`src/rtl/pipe_share_scheduler_if.sv`:
```
// pipe_share_scheduler_if: requester, datapath and result signals of the shared-pipeline scheduler.
interface pipe_share_scheduler_if #(
  parameter int DATA_WIDTH = 64,
  parameter int OUT_DEPTH  = 8
);
  logic                               req0_valid;
  logic [DATA_WIDTH-1:0]              req0_data;
  logic                               req0_ready;
  logic                               req1_valid;
  logic [DATA_WIDTH-1:0]              req1_data;
  logic                               req1_ready;
  logic                               pipe_in_valid;
  logic [DATA_WIDTH-1:0]              pipe_in_data;
  logic [DATA_WIDTH-1:0]              pipe_out_data;
  logic                               res_valid;
  logic [DATA_WIDTH-1:0]              res_data;
  logic                               res_id;
  logic                               res_ready;
  logic [$clog2(OUT_DEPTH+1)-1:0]     inflight_count;
  logic                               idle;
  modport master (
    output req0_valid, req0_data, req1_valid, req1_data, pipe_out_data, res_ready,
    input  req0_ready, req1_ready, pipe_in_valid, pipe_in_data, res_valid, res_data, res_id,
           inflight_count, idle
  );
  modport slave (
    input  req0_valid, req0_data, req1_valid, req1_data, pipe_out_data, res_ready,
    output req0_ready, req1_ready, pipe_in_valid, pipe_in_data, res_valid, res_data, res_id,
           inflight_count, idle
  );
endinterface

```
`src/rtl/pipe_share_scheduler.sv`:
```
// pipe_share_scheduler: round-robin sharing of a fixed-latency pipeline with credit-protected result FIFO.
module pipe_share_scheduler #(
  parameter int LATENCY    = 4,
  parameter int DATA_WIDTH = 64,
  parameter int OUT_DEPTH  = 8
) (
  input logic                   clk,
  input logic                   rst_n,
  pipe_share_scheduler_if.slave bus
);
  localparam int AW = $clog2(OUT_DEPTH);
  localparam int CW = $clog2(OUT_DEPTH+1);
  logic [LATENCY-1:0]    tag_v_q, tag_id_q;
  logic [LATENCY:0]      tag_v_d, tag_id_d;
  logic [DATA_WIDTH-1:0] mem_q [OUT_DEPTH];
  logic [OUT_DEPTH-1:0]  id_mem_q;
  logic [AW-1:0]         wr_q, rd_q;
  logic [CW-1:0]         cnt_q, cnt_d, inflight_q, inflight_d;
  logic                  prio_q, prio_d;
  logic                  credit_ok, g0, g1, issue, cap, pop;
  // Credits come only from registered state, so a pop frees a slot one cycle later.
  assign credit_ok = ({1'b0, inflight_q} + {1'b0, cnt_q}) < (CW+1)'(OUT_DEPTH);
  assign g0        = bus.req0_valid & (~bus.req1_valid | ~prio_q);
  assign g1        = bus.req1_valid & (~bus.req0_valid | prio_q);
  assign issue     = (g0 | g1) & credit_ok;
  assign cap       = tag_v_q[LATENCY-1];
  assign pop       = (cnt_q != '0) & bus.res_ready;
  assign tag_v_d   = {tag_v_q, issue};
  assign tag_id_d  = {tag_id_q, g1};
  assign inflight_d = inflight_q + CW'(issue) - CW'(cap);
  assign cnt_d      = cnt_q + CW'(cap) - CW'(pop);
  assign prio_d     = issue ? g0 : prio_q;
  assign bus.req0_ready     = g0 & credit_ok;
  assign bus.req1_ready     = g1 & credit_ok;
  assign bus.pipe_in_valid  = issue;
  assign bus.pipe_in_data   = g1 ? bus.req1_data : bus.req0_data;
  assign bus.res_valid      = cnt_q != '0;
  assign bus.res_data       = mem_q[rd_q];
  assign bus.res_id         = id_mem_q[rd_q];
  assign bus.inflight_count = inflight_q;
  assign bus.idle           = (inflight_q == '0) & (cnt_q == '0);
  always_ff @(posedge clk) begin
    if (!rst_n) begin
      tag_v_q    <= '0;
      tag_id_q   <= '0;
      wr_q       <= '0;
      rd_q       <= '0;
      cnt_q      <= '0;
      inflight_q <= '0;
      prio_q     <= 1'b0;
    end else begin
      tag_v_q    <= tag_v_d[LATENCY-1:0];
      tag_id_q   <= tag_id_d[LATENCY-1:0];
      wr_q       <= cap ? wr_q + AW'(1) : wr_q;
      rd_q       <= pop ? rd_q + AW'(1) : rd_q;
      cnt_q      <= cnt_d;
      inflight_q <= inflight_d;
      prio_q     <= prio_d;
    end
  end
  always_ff @(posedge clk) begin
    if (cap) begin
      mem_q[wr_q]    <= bus.pipe_out_data;
      id_mem_q[wr_q] <= tag_id_q[LATENCY-1];
    end
  end
endmodule

```
`src/flat_wrapper.sv`:
```
// flat-port wrapper written by rule: the top's interface ports become plain ports
module pipe_share_scheduler_flat 
#(
  parameter int LATENCY    = 4,
  parameter int DATA_WIDTH = 64,
  parameter int OUT_DEPTH  = 8
)
  (clk, rst_n, bus_req0_valid, bus_req0_data, bus_req1_valid, bus_req1_data, bus_pipe_out_data, bus_res_ready, bus_req0_ready, bus_req1_ready, bus_pipe_in_valid, bus_pipe_in_data, bus_res_valid, bus_res_data, bus_res_id, bus_inflight_count, bus_idle);
  pipe_share_scheduler_if #(.DATA_WIDTH(DATA_WIDTH), .OUT_DEPTH(OUT_DEPTH)) bus_i ();
  input logic clk;
  input logic rst_n;
  input wire logic [$bits(bus_i.req0_valid)-1:0] bus_req0_valid;
  input wire logic [$bits(bus_i.req0_data)-1:0] bus_req0_data;
  input wire logic [$bits(bus_i.req1_valid)-1:0] bus_req1_valid;
  input wire logic [$bits(bus_i.req1_data)-1:0] bus_req1_data;
  input wire logic [$bits(bus_i.pipe_out_data)-1:0] bus_pipe_out_data;
  input wire logic [$bits(bus_i.res_ready)-1:0] bus_res_ready;
  output wire logic [$bits(bus_i.req0_ready)-1:0] bus_req0_ready;
  output wire logic [$bits(bus_i.req1_ready)-1:0] bus_req1_ready;
  output wire logic [$bits(bus_i.pipe_in_valid)-1:0] bus_pipe_in_valid;
  output wire logic [$bits(bus_i.pipe_in_data)-1:0] bus_pipe_in_data;
  output wire logic [$bits(bus_i.res_valid)-1:0] bus_res_valid;
  output wire logic [$bits(bus_i.res_data)-1:0] bus_res_data;
  output wire logic [$bits(bus_i.res_id)-1:0] bus_res_id;
  output wire logic [$bits(bus_i.inflight_count)-1:0] bus_inflight_count;
  output wire logic [$bits(bus_i.idle)-1:0] bus_idle;
  assign bus_i.req0_valid = bus_req0_valid;
  assign bus_i.req0_data = bus_req0_data;
  assign bus_i.req1_valid = bus_req1_valid;
  assign bus_i.req1_data = bus_req1_data;
  assign bus_i.pipe_out_data = bus_pipe_out_data;
  assign bus_i.res_ready = bus_res_ready;
  assign bus_req0_ready = bus_i.req0_ready;
  assign bus_req1_ready = bus_i.req1_ready;
  assign bus_pipe_in_valid = bus_i.pipe_in_valid;
  assign bus_pipe_in_data = bus_i.pipe_in_data;
  assign bus_res_valid = bus_i.res_valid;
  assign bus_res_data = bus_i.res_data;
  assign bus_res_id = bus_i.res_id;
  assign bus_inflight_count = bus_i.inflight_count;
  assign bus_idle = bus_i.idle;
  pipe_share_scheduler #(.LATENCY(LATENCY), .DATA_WIDTH(DATA_WIDTH), .OUT_DEPTH(OUT_DEPTH)) u_core (.clk(clk), .rst_n(rst_n), .bus(bus_i));
endmodule
```
`config.mk`:
```
export PLATFORM = sky130hd
export DESIGN_NAME = pipe_share_scheduler_flat
export DESIGN_NICKNAME = d
export VERILOG_FILES = /design/src/rtl/pipe_share_scheduler_if.sv /design/src/rtl/pipe_share_scheduler.sv /design/src/flat_wrapper.sv
export SDC_FILE = /design/constraint.sdc
export NUM_CORES = 1
export LEC_CHECK = 0
export BUFFER_PORTS_ARGS = -buffer_cell sky130_fd_sc_hd__buf_4
export CORE_UTILIZATION = 51
export DETAILED_ROUTE_END_ITERATION = 10
export GPL_ROUTABILITY_DRIVEN = 0
export PLACE_DENSITY_LB_ADDON = 0.08
export SYNTH_ARGS = -nofsm -noshare
export SYNTH_HDL_FRONTEND = slang
export SYNTH_SLANG_ARGS = --single-unit
```
`constraint.sdc`:
```
create_clock -name clk -period 5 [get_ports clk]
set_input_delay 1 -clock clk [delete_from_list [all_inputs] [get_ports clk]]
set_output_delay 1 -clock clk [all_outputs]
set_load 0.01 [all_outputs]
```
==> metrics.csv <==
metric;value;unit
syn_area_per_cell;22.5;µm²
pwr-share-comb;0.193;
fin_setup_tns;0;ns
path_class;primary input to output pin;
setup_viol_count_final;0;
dpl-instance-area;0.0247;mm²
drcViolationCount;0;
hp-class;register to register;
final_cell_mix;520 x edfxtp_1, 351 x buf_4, 130 x mux4_2, 129 x mux2_2, 55 x clkbuf_16;
cts_max_path_buffers;3;
via_per_inst;5.59;
worst_path_most_repeated_cell;buf_4;
crit_path_end_kind;output pin;
whs_endpoint;u_core.tag_v_q[1];
worstPathArrival;2.69;ns
nFillCells;2826;
crit_chain;buf_4 > nand2b_1 > nand2_2 > buf_4 > mux2_2 > buf_4;
fin_ws;1.31;ns
critPathMaxFanout;44;
nets;1535;
fin_area;0.0263;mm²
r2r_cells;3;
utilization;0.639;
maxCapViolations;0;
final_hold_viol_count;0;
rrSetupSlack;2.45;ns
grt_pass1_wl;69.7;mm
power_switching_share;0.235;
cts_buffers;53;
path_clk_slew;0.06;ns
max_freq;271;MHz
initial_core_util;0.522;
timing.rr.end;u_core.mem_q[4][29];
leakagePower;8.96;nW
cts-htree-levels;2;
netlist_area;0.0215;mm²
hold_buffers;0;
powerDensity;420;mW/mm²
vias;10607;
rsz0062_at_grt;false;
finalWirelength;46.8;mm
core-area;0.0412;mm²
io_pins;335;
layout.area.seq;0.0161;mm²
ys_warn_count;0;
worst_pin_slew;0.994;ns
drt-pass1-iter-count;5;
place_ws;1.32;ns
wire_per_inst;24.7;µm
clock_latency;0.58;ns
die_x;207;µm
area_growth_syn_to_layout;22.5;%
cts_setup_buffers;0;
syn-num-nets;1169;
hold_slack;0.432;ns
p_int;0.00845;W
grt_pass1_vias;11342;
mostFrequentLayoutCell;edfxtp_1;
finalCritPeriodShare;0.737;
outcome;completed;
cts_tree;built;
power.share.clock;0.341;
dr.first_iter.drc_count;748;
io_buffers;334;
yosysUniqueCellTypes;33;
crit_start;bus_req0_valid;
drv_slew;0;
grt_max_degree;72;
min_path_cells;1;
min_from;u_core.tag_v_q[0];
multiInputGateArea;0.00510;mm²
switching_power;0.00260;W
antenna_left;0;
cts_resized;0;
skew;0.0190;ns
power_frac_seq;0.466;
grt_overflow;0;
finalCriticalPeriod;3.69;ns
start_kind;primary input;
cp_top_family;buffers and inverters;
yosysSeqAreaShare;0.751;
r2r_start;u_core.tag_v_q[3];
clock-sinks;546;
crit_buf_inv;3;
design.die.area;0.0430;mm²
ys_ff_latch;546;
antenna_found_initial;2;
root_buffer;clkbuf_16;
slew_headroom;0.337;
critical_path_required;4.00;ns
dp_hpwl;28.4;mm
fp-row-count;74;
syn_inst;955;
max_stage_delay;0.54;ns
slowest_stage;buf_4;
die_y;207;µm
grtUsageTotal;0.219;
ir_worst_vdd;0.235;mV
drive_gt1_frac;0.512;
power by group through the flow:
stage / Sequential [W] / Combinational, W / Clock (W)
floorplan: 0.00521 / 0.00143 / 0
global placement: 0.00524 / 0.00216 / 0
detailed placement: 0.00525 / 0.00218 / 0
CTS: 0.00515 / 0.00219 / 0.00385
global route: 0.00516 / 0.00231 / 0.00401
finish: 0.00515 / 0.00214 / 0.00377
through the flow:
step                power, W  cells
detailed placement   0.00743   1798
CTS                   0.0112   1894
global route          0.0115   1894
floorplan            0.00664    955
finish                0.0111   1896
global placement     0.00740   1798
routing by layer:
metal	vias up	track usage	share of wire	wire, µm
met5	-	0	0.00026	12
met4	2	0.0492	0.016	733
met3	59	0.0393	0.051	2400
met2	330	0.400	0.54	25100
met1	5510	0.273	0.40	18600
li1	4706	-	-	-
cells in the mapped netlist:
cell      count  share of area
nand3_1       2        0.00047
a311oi_1      1        0.00041
o21ai_0       3        0.00070
nor2_1       13         0.0023
xor2_1        2        0.00081
clkbuf_1     12         0.0021
inv_1        15         0.0026
mux2_2      129          0.068
nand4_1       1        0.00029
buf_4         3         0.0010
a21o_1        2        0.00070
nand2_1      10         0.0017
ha_1         15         0.0087
xnor2_1       1        0.00041
or3_1         1        0.00029
nor4b_1       2        0.00081
buf_2        10         0.0023
mux4_2      130           0.14
buf_6        11         0.0058
fa_1          2         0.0019
a21oi_1       6         0.0014
dfxtp_1      26          0.024
mux2i_1       4         0.0019
a31oi_1       1        0.00029
nand2b_1      7         0.0020
buf_1         8         0.0014
and3_1        3        0.00087
and2_1        9         0.0026
o211a_1       1        0.00047
edfxtp_1    520           0.73
nor3_1        3        0.00070
o21a_1        1        0.00035
nor3b_1       1        0.00035
area by class of cell:
type | instances | share of cell area
Sequential cell | 546 | 0.613
Clock buffer | 69 | 0.0546
Multi-Input combinational cell | 350 | 0.194
Inverter | 15 | 0.00214
Tap cell | 532 | 0.0253
Clock inverter | 27 | 0.00789
Antenna cell | 2 | 0.000190
Timing Repair Buffer | 355 | 0.103
cells by family (layout without fill, tap and decap cells):
kind of cell             Yosys count  after routing  synth area share
AO/OA/AOI/OAI                     15             15           0.00431
flip-flops                       546            546             0.751
multiplexers                     263            263             0.206
AND/OR/NAND/NOR                   52             52            0.0125
other                              0              2                 0
adder cells (fa/ha/maj)           17             17            0.0106
buffers and inverters             59            466            0.0152
XOR/XNOR                           3              3           0.00122
sequential cells by signal, indices dropped and copies added (netlist names), 3 cells and up, named ones only:
register / count
u_core.rd_q: 3
u_core.mem_q: 512
u_core.bus.inflight_count: 4
u_core.cnt_q: 4
u_core.id_mem_q: 8
u_core.tag_v_q: 4
u_core.wr_q: 3
u_core.tag_id_q: 4
worst max-delay path by stage:
stage                                 to  slack (ns)  cells after the start
CTS                     bus_res_data[51]        1.31                      4
finish              bus_pipe_in_data[20]        1.31                      6
detailed placement  bus_pipe_in_data[21]        1.32                      6
floorplan             u_core.id_mem_q[6]        1.22                      2
global placement    bus_pipe_in_data[21]        1.38                      6
global route        bus_pipe_in_data[42]        1.22                      6
Note: power is estimated with default switching activity, not from simulation.
